File: config.mk
export PLATFORM = sky130hd
export DESIGN_NAME = mole_scheduler
export DESIGN_NICKNAME = d
export VERILOG_FILES = /design/src/rtl/bytebasher_pkg.sv /design/src/rtl/ms_tick_gen.sv /design/src/rtl/mole_scheduler.sv
export SDC_FILE = /design/constraint.sdc
export NUM_CORES = 1
export LEC_CHECK = 0
export ABC_AREA = 1
export BUFFER_PORTS_ARGS = -buffer_cell sky130_fd_sc_hd__buf_2
export CELL_PAD_IN_SITES_DETAIL_PLACEMENT = 1
export CELL_PAD_IN_SITES_GLOBAL_PLACEMENT = 1
export CORE_MARGIN = 1
export CORE_UTILIZATION = 41
export DETAILED_ROUTE_END_ITERATION = 8
export PLACE_DENSITY_LB_ADDON = 0.1
export SETUP_SLACK_MARGIN = 0.3
export SYNTH_ARGS = -nofsm -noshare
export SYNTH_HDL_FRONTEND = slang
export SYNTH_SLANG_ARGS = --single-unit
File: constraint.sdc
create_clock -name clk -period 2.6 [get_ports clk]
set_clock_uncertainty 0.2 [all_clocks]
set_input_delay 0.26 -clock clk [delete_from_list [all_inputs] [get_ports clk]]
set_output_delay 0.26 -clock clk [all_outputs]
set_load 0.05 [all_outputs]
File: src/rtl/bytebasher_pkg.sv
// bytebasher_pkg: shared constants and state encoding for the game datapath
package bytebasher_pkg;
    localparam logic [3:0]  BOX_NONE       = 4'd0;
    localparam int          NUM_BOXES_DFLT = 9;
    localparam logic [15:0] LFSR_TAPS      = 16'hB400;
    typedef enum logic [1:0] {IDLE, GAP, PICK, SHOW} state_t;
endpackage

File: src/rtl/ms_tick_gen.sv
// ms_tick_gen: one-cycle tick every TICK_DIV clocks, restartable by clr
module ms_tick_gen #(
    parameter int TICK_DIV = 50000
) (
    input  logic clk,
    input  logic resetn,
    input  logic clr,
    output logic o_tick
);
    localparam int CW = TICK_DIV > 1 ? $clog2(TICK_DIV) : 1;
    logic [CW-1:0] r_cnt;
    assign o_tick = (r_cnt == CW'(TICK_DIV - 1));
    // divider count restarts on clr so the first tick lands TICK_DIV cycles later
    always_ff @(posedge clk or negedge resetn)
        if (!resetn) r_cnt <= '0;
        else r_cnt <= (clr || o_tick) ? '0 : r_cnt + 1'b1;
endmodule

File: src/rtl/mole_scheduler.sv
// mole_scheduler: picks lit targets, times dwell/gap, judges hits and keeps score
module mole_scheduler
    import bytebasher_pkg::*;
#(
    parameter int          TICK_DIV  = 50000,
    parameter int          NUM_BOXES = NUM_BOXES_DFLT,
    parameter int          DWELL_MS  = 1000,
    parameter int          GAP_MS    = 250,
    parameter int          SCORE_W   = 8,
    parameter logic [15:0] LFSR_SEED = 16'hACE1
) (
    input  logic               clk,
    input  logic               resetn,
    input  logic               i_enable,
    input  logic               i_clear,
    input  logic [3:0]         i_box_address,
    output logic [3:0]         o_target,
    output logic               o_hit_pulse,
    output logic               o_correct_pulse,
    output logic               o_wrong_pulse,
    output logic               o_miss_pulse,
    output logic [SCORE_W-1:0] o_score,
    output logic [SCORE_W-1:0] o_misses
);
    localparam int         MS_MAX  = DWELL_MS > GAP_MS ? DWELL_MS : GAP_MS;
    localparam int         MS_W    = $clog2(MS_MAX + 1);
    localparam logic [3:0] MAX_BOX = 4'(NUM_BOXES);

    logic [3:0]         r_s1, r_s2, r_prev, r_target, r_last;
    logic               r_armed;
    logic [15:0]        r_lfsr;
    state_t             r_state, w_next;
    logic [MS_W-1:0]    r_ms;
    logic [SCORE_W-1:0] r_score, r_misses;
    logic [SCORE_W:0]   w_miss_sum;
    logic [3:0]         w_cand;
    logic               w_tick, w_entry, w_press, w_show, w_cand_ok, w_timeout, w_gap_done;

    ms_tick_gen #(.TICK_DIV(TICK_DIV)) u_tick (
        .clk    (clk),
        .resetn (resetn),
        .clr    (w_entry),
        .o_tick (w_tick)
    );

    assign w_press    = (r_s2 == r_prev) && (r_s2 != BOX_NONE) && r_armed && (r_s2 <= MAX_BOX);
    assign w_cand     = r_lfsr[3:0];
    assign w_cand_ok  = (w_cand != BOX_NONE) && (w_cand <= MAX_BOX) && (w_cand != r_last);
    assign w_timeout  = (r_ms == MS_W'(DWELL_MS));
    assign w_gap_done = (r_ms == MS_W'(GAP_MS));
    assign w_show     = i_enable && (r_state == SHOW);
    assign w_entry    = (w_next != r_state);

    assign o_hit_pulse     = w_show && w_press;
    assign o_correct_pulse = o_hit_pulse && (r_s2 == r_target);
    assign o_wrong_pulse   = o_hit_pulse && (r_s2 != r_target);
    assign o_miss_pulse    = w_show && w_timeout && !o_correct_pulse;
    assign o_target        = r_target;
    assign o_score         = r_score;
    assign o_misses        = r_misses;

    assign w_miss_sum = {1'b0, r_misses} + (SCORE_W+1)'(o_wrong_pulse) + (SCORE_W+1)'(o_miss_pulse);

    // next state: a correct hit or a timeout ends the mole; dropping enable parks in IDLE
    always_comb begin
        w_next = r_state;
        case (r_state)
            IDLE: w_next = GAP;
            GAP:  w_next = w_gap_done ? PICK : GAP;
            PICK: w_next = w_cand_ok ? SHOW : PICK;
            SHOW: w_next = (o_correct_pulse || o_miss_pulse) ? GAP : SHOW;
        endcase
        if (!i_enable) w_next = IDLE;
    end

    // synchronizer, one-press-per-touch arming and the free-running LFSR
    always_ff @(posedge clk or negedge resetn) begin
        if (!resetn) begin
            r_s1    <= BOX_NONE;
            r_s2    <= BOX_NONE;
            r_prev  <= BOX_NONE;
            r_armed <= 1'b1;
            r_lfsr  <= LFSR_SEED;
        end else begin
            r_s1    <= i_box_address;
            r_s2    <= r_s1;
            r_prev  <= r_s2;
            r_armed <= w_press ? 1'b0 : (r_s2 == BOX_NONE) ? 1'b1 : r_armed;
            r_lfsr  <= r_lfsr[0] ? ((r_lfsr >> 1) ^ LFSR_TAPS) : (r_lfsr >> 1);
        end
    end

    // state register and ms timer, which restarts on every state change
    always_ff @(posedge clk or negedge resetn) begin
        if (!resetn) begin
            r_state <= IDLE;
            r_ms    <= '0;
        end else begin
            r_state <= w_next;
            r_ms    <= w_entry ? '0 : r_ms + MS_W'(w_tick);
        end
    end

    // target is lit only while heading into or staying in SHOW; remember it to avoid repeats
    always_ff @(posedge clk or negedge resetn) begin
        if (!resetn) begin
            r_target <= BOX_NONE;
            r_last   <= BOX_NONE;
        end else begin
            r_target <= (w_next != SHOW) ? BOX_NONE : (r_state == PICK) ? w_cand : r_target;
            r_last   <= (r_state == PICK && w_next == SHOW) ? w_cand : r_last;
        end
    end

    // saturating score/miss counters; clear has priority over any increment
    always_ff @(posedge clk or negedge resetn) begin
        if (!resetn) begin
            r_score  <= '0;
            r_misses <= '0;
        end else begin
            r_score  <= i_clear ? '0 : (o_correct_pulse && ~&r_score) ? r_score + 1'b1 : r_score;
            r_misses <= i_clear ? '0 : w_miss_sum[SCORE_W] ? '1 : w_miss_sum[SCORE_W-1:0];
        end
    end
endmodule

After elaboration in Yosys (flattened, before gate mapping)
Cells that the tools add are included.

word-level totals
  register bits = 81
  output and inout port bits = 24
  bits of input ports = 8

cells by class
  $lt $le $gt $ge = 2
  bitwise operators = 1
  reductions and logical operators = 25
  multiplexer cells = 16
  add/sub/neg operators = 5
  equality and inequality tests = 13

operators with widths
  operator               number
  $mux 16                2
  $mux 8                 4
  $add 16x1->16 const B  1
  $eq 16x16->1 const B   1
  $logic_and 1x1->1      13
  $add 10x1->10          1
  $eq 10x10->1 const B   1
  $eq 10x8->1 const B    1
  $mux 10                1
  $add 8x1->9            1
  $add 9x1->9            1
  $add 8x1->8 const B    1
  $eq 4x4->1             2
  $le 4x4->1 const B     2
  $mux 4                 2
  $ne 4x4->1             2
  $pmux 2 s4             1
  $reduce_and 8->1       1
  $reduce_bool 4->1      2
  $eq 2x2->1 const B     3
  $mux 2                 3
  $reduce_bool 2->1      3
  $logic_not 4->1        1
  $not 3->4              1
  other kinds (7)        11

Longest topological paths before layout
  depth after elaboration = 15
  gate-level depth with buffers = 20
  mapped depth without buffers = 20

Modules after synthesis
From an unflattened synthesis, not the netlist that was laid out.

second synthesis, totals
  cells, all modules = 422
  area, all modules = 3792.4 µm²

modules (own cells, without submodules)
  module          instances  sequential area each (µm²)  area an instance (µm²)  cells each
  mole_scheduler  1          1637.8                      2831.5                  299
  ms_tick_gen     1          400.4                       960.9                   123

Worst setup path after synthesis
Ideal clock, no wire load.

  path kind = flip-flop to flip-flop
  start = reg r_s2[1]
  end = reg r_misses[5], in the netlist o_misses[5]
  buffers on the path = 0
  cell stages (with the launch flop) = 20
  slack = -0.804 ns
  required time = 2.337 ns
  arrival time = 3.141 ns
  cell sequence = dfrtp_1 nor2_1 nand2_1 nand2_1 nand2_1 nor2_2 nand2_1 nor2_1 inv_1 fa_1 inv_1 ha_1 nand2_1 nor3_1 inv_1 nor2_1 nand2_1 inv_1 o21ai_0 inv_1

RTL lines
  item                                                RTL line               source
  from (decl)                                         mole_scheduler.sv:29   logic [3:0] r_s1, r_s2, r_prev, r_target, r_last;
  from (signal assigned)                              mole_scheduler.sv:86   r_s2 <= r_s1;
  branches (longest 5 deep; another with $le 4x4->1)  n/a
  $logic_and 1x1->1 (*)                               mole_scheduler.sv:56   assign o_wrong_pulse = o_hit_pulse && (r_s2 != r_target);
  via o_wrong_pulse                                   mole_scheduler.sv:20   output logic o_wrong_pulse,
  $add 8x1->9 (*)                                     mole_scheduler.sv:62   assign w_miss_sum = {1'b0, r_misses} + (SCORE_W+1)'(o_wrong_pulse) + (SCORE_W+1)'(o_miss_pulse);
  $add 9x1->9 (*)                                     mole_scheduler.sv:62
  $mux 8 (*) (2 in a row)                             mole_scheduler.sv:122  r_misses <= i_clear ? '0 : w_miss_sum[SCORE_W] ? '1 : w_miss_sum[SCORE_W-1:0];
  to (signal assigned)                                mole_scheduler.sv:122
  to (decl)                                           mole_scheduler.sv:34   logic [SCORE_W-1:0] r_score, r_misses;

Mark *: on every way through the listed nets, which the timed path passes.
A chain may end at the register's enable or synchronous reset.

Worst setup path after layout
  start = reg r_armed
  end = reg r_misses[2], in the netlist o_misses[2]

between the ends
  word-level cells in the longest chain between the ends = 9

ends and longest elaborated chain
  item                                                 RTL line               source
  from (decl)                                          mole_scheduler.sv:30   logic r_armed;
  from (signal assigned)                               mole_scheduler.sv:88   r_armed <= w_press ? 1'b0 : (r_s2 == BOX_NONE) ? 1'b1 : r_armed;
  $logic_and 1x1->1 (*) (2 in a row)                   mole_scheduler.sv:46   assign w_press = (r_s2 == r_prev) && (r_s2 != BOX_NONE) && r_armed && (r_s2 <= MAX_BOX);
  $logic_and 1x1->1 (*)                                mole_scheduler.sv:54   assign o_hit_pulse = w_show && w_press;
  branches (longest 3 deep; another with $add 8x1->9)  n/a
  $add 9x1->9 (*)                                      mole_scheduler.sv:62
  $mux 8 (*) (2 in a row)                              mole_scheduler.sv:122

Mark *: on every way between the ends.

==> reports/results.tsv <==
metric	value	unit
status	finished with violations	
violated checks	setup timing	
Total GRT Usage	20.20	%
Synth Instances	391	
Rows	33	
1st-pass router iterations	4	
Area Growth Syn to Fin	31.79	%
nets	492	
FF-to-FF Start	r_armed$_DFFE_PN1P_	
cell area after synthesis	3625	um2
WL final	8507	um
post-detail-place hpwl	5712	um
Ys Warns	0	
Comb power frac	5.5	%
Skew-Pair Late Insertion Delay	0.35	ns
share of cells above drive strength 1	32.92	%
Seq/Total Area, Yosys	56.23	%
Worst-Margin Slew	0.4700	ns
Max Root-Sink Buffers	2	
vias post-DR	2902	
Root Buffer	clkbuf_8	
IO Pins	32	
Final GP Congestion	0.8044	
Period Utilization, post-route	102.9	%
largest net degree at the start of global routing	50	
max-slew violations	0	
max frequency	0.3738	GHz
Finish-stage setup viols	10	
Layout fillers	960	
min cycle time layout	2.675	ns
hold_sp	i_clear	
Die ar.	9221	um2
worst reg2reg setup slack	-0.08	ns
post-route ant nets	0	
hold path cells	2	
n_diodes	0	
startpoint types	flip-flop	
Yosys cell types	30	
RSZ-0062 raised after global routing	true	
Tightest Hold Check Type	in2reg	
Slowest-stage cell, CP	dfstp_2	
TritonCTS clock tree	done	
CTS buffer count	9	
DIE WIDTH	96.03	um
Setup WS post-layout	-0.07506	ns
Critical Path RT	2.66	ns
Lkg Pwr	2.342	nW
post-route cell area	4777	um2
initial core utilization	43.25	%
crit end category	flip-flop	
Placed Area	4128	um2
syn nets	405	
Fin Setup TNS	-0.5751	ns
initial detailed-routing violation count	68	
Crit path largest cell delay	0.54	ns
Final Hold Fails	0	
Clock Power Share	38.9	%
R2R cell count	16	
Power, Total	2.337	mW
Syn Area/Cell	9.270	um2
DRC	0	
Crit Path Class	reg2reg	
power per cell area	489.2	nW/um2
grt ovf	0	
commonest non-fill, non-tap cells in the layout	68 x nand2_1, 68 x dfrtp_1, 45 x inv_1, 45 x nor2_1, 30 x buf_4	
vias in the first global route	3000	
WP buf/inv	3	
DIE HEIGHT	96.03	um
Core ar.	8382	um2
worst-path cell chain	nand2_1 > nor2_2 > nand2_2 > nor2_4 > nand2_2 > nor2_4 > inv_2 > fa_2 > inv_2 > ha_4 > nand2_2 > nor3_2 > inv_1 > nor2_2 > nand2_2 > a21oi_1	
CTS sink cnt	81	
Max FO, Critical Path	5	
WL/cell	14.47	um
VDD IR-drop max	0.3442	mV
first-pass GRT wire length	13910	um
critical path arrival	2.74	ns
Max H-tree Level	3	
Slew Limit Headroom	68.67	%
Internal	1.772	mW
initial antenna violation count	0	
Reg2Reg Capture Point	o_misses[2]$_DFF_PN0_	
Port-buffer cells	31	
switching share of power	24.17	%
Seq cells post-synth	81	
vias per inst	4.935	
Psw	564.8	uW
delay-heaviest family, CP	simple AND/OR/NAND/NOR gates	
WHS Endpoint	o_misses[1]$_DFF_PN0_	
Seq pwr share	55.6	%
CTS clk-pin slew, worst paths	0.09	ns
number of max-cap violations	0	
most repeated library cell on the critical path	nand2_2	
==> state kept, by name, summed over array words and instances, names as in the netlist <==
signal / flops
r_s1: 4
o_target: 4
r_s2: 4
r_prev: 4
r_ms: 10
o_score: 8
u_tick.r_cnt: 16
r_last: 4
r_armed: 1
r_lfsr: 16
r_state: 2
o_misses: 8
==> synth_stat cells <==
cell       n  share of area, %
a211oi_1   1              0.21
a21oi_1    6              0.83
a31oi_1    2              0.35
buf_6      1              0.31
buf_8      1              0.41
clkbuf_1   1              0.10
dfrtp_1   72                50
dfstp_2    9               6.5
fa_1       1              0.55
ha_1       5               1.7
inv_1     53               5.5
nand2_1   77               8.0
nand2_2    5              0.86
nand3_1   25               3.5
nand3_2    1              0.28
nand3_4    1              0.48
nand3b_1   1              0.21
nand4_1    9               1.6
nor2_1    58               6.0
nor2_2     4              0.69
nor3_1     6              0.83
nor3b_1    1              0.21
nor4_1     1              0.17
o21ai_0    6              0.83
o21bai_1   1              0.21
o31ai_1    4              0.83
or2_0      1              0.17
or2_2      2              0.35
xnor2_1   10               2.4
xor2_1    26               6.3
==> logic make-up after synthesis <==
logic type	after synthesis	synth area share [%]
buf+inv	56	6.317
flops	81	56.23
fa+ha+maj	6	2.278
simple gates	192	23.23
compound gates	20	3.245
xor+xnor	36	8.699
==> through the flow <==
stage	hold slack [ns]	setup slack [ns]	util (%)	cells
after CTS	0.03433	-0.05552	54.47	579
after detailed placement	0.05035	-0.1855	49.25	549
after global placement	0.04350	-0.003175	49.25	549
final	0.05108	-0.07506	56.99	588
after global routing	0.04183	-0.3076	56.99	588
after floorplan	-0.2356	-0.1753	-	391
==> worst max-delay path by stage <==
stage	slack, ns	cells after the start	to	from
after floorplan	-0.18	18	o_misses[5]$_DFF_PN0_	r_armed$_DFFE_PN1P_
after global placement	-0.003	18	o_misses[5]$_DFF_PN0_	r_armed$_DFFE_PN1P_
after detailed placement	-0.19	20	o_misses[1]$_DFF_PN0_	r_s2[1]$_DFF_PN0_
after CTS	-0.06	18	o_misses[2]$_DFF_PN0_	r_s2[1]$_DFF_PN0_
after global routing	-0.31	18	o_misses[1]$_DFF_PN0_	r_armed$_DFFE_PN1P_
final	-0.08	16	o_misses[2]$_DFF_PN0_	r_armed$_DFFE_PN1P_
==> worst register-to-register path: stages, from the launching register on <==
cell and delay [ns]:
dfstp_2 0.54, nand2_1 0.06, nor2_2 0.14, nand2_2 0.10
nor2_4 0.14, nand2_2 0.09, nor2_4 0.12, inv_2 0.04
fa_2 0.33, inv_2 0.08, ha_4 0.13, nand2_2 0.05
nor3_2 0.10, inv_1 0.08, nor2_2 0.11, nand2_2 0.10
a21oi_1 0.17
==> routing by layer <==
layer  track usage [%]  share of wire [%]
met1             24.87                 44
met4             6.592                2.2
met3             4.265                2.6
met5                 0                  0
met2             35.17                 51
==> final cells by class <==
cell class	count	area, um2	share of cell area, %
clock inverters	6	60.06	1.257
repair buffers	79	626.9	13.12
well taps	105	131.4	2.750
inverters	53	203.9	4.269
flip-flops and latches	81	2043	42.77
multi-input cells	254	1584	33.16
clock buffers	10	127.6	2.672
==> power by group through the flow <==
| stage | Combinational [mW] | Clock [mW] | Sequential (mW) |
|---|---|---|---|
| 6_report | 0.129 | 0.909 | 1.30 |
| 5_1_grt | 0.146 | 0.979 | 1.30 |
| 4_1_cts | 0.120 | 0.939 | 1.30 |
| 3_5_place_dp | 0.111 | 0 | 1.32 |
| 3_3_place_gp | 0.106 | 0 | 1.32 |
| 2_1_floorplan | 0.0514 | 0 | 1.32 |
==> repair_timing <==
action,4_1_cts,5_1_grt
pin swaps,15,17
buffers inserted,8,9
hold endpoints to repair,37,0
hold buffers,6,0
setup endpoints to repair,17,19
gates resized for setup,41,37
Note: power is estimated with default switching activity, not from simulation.
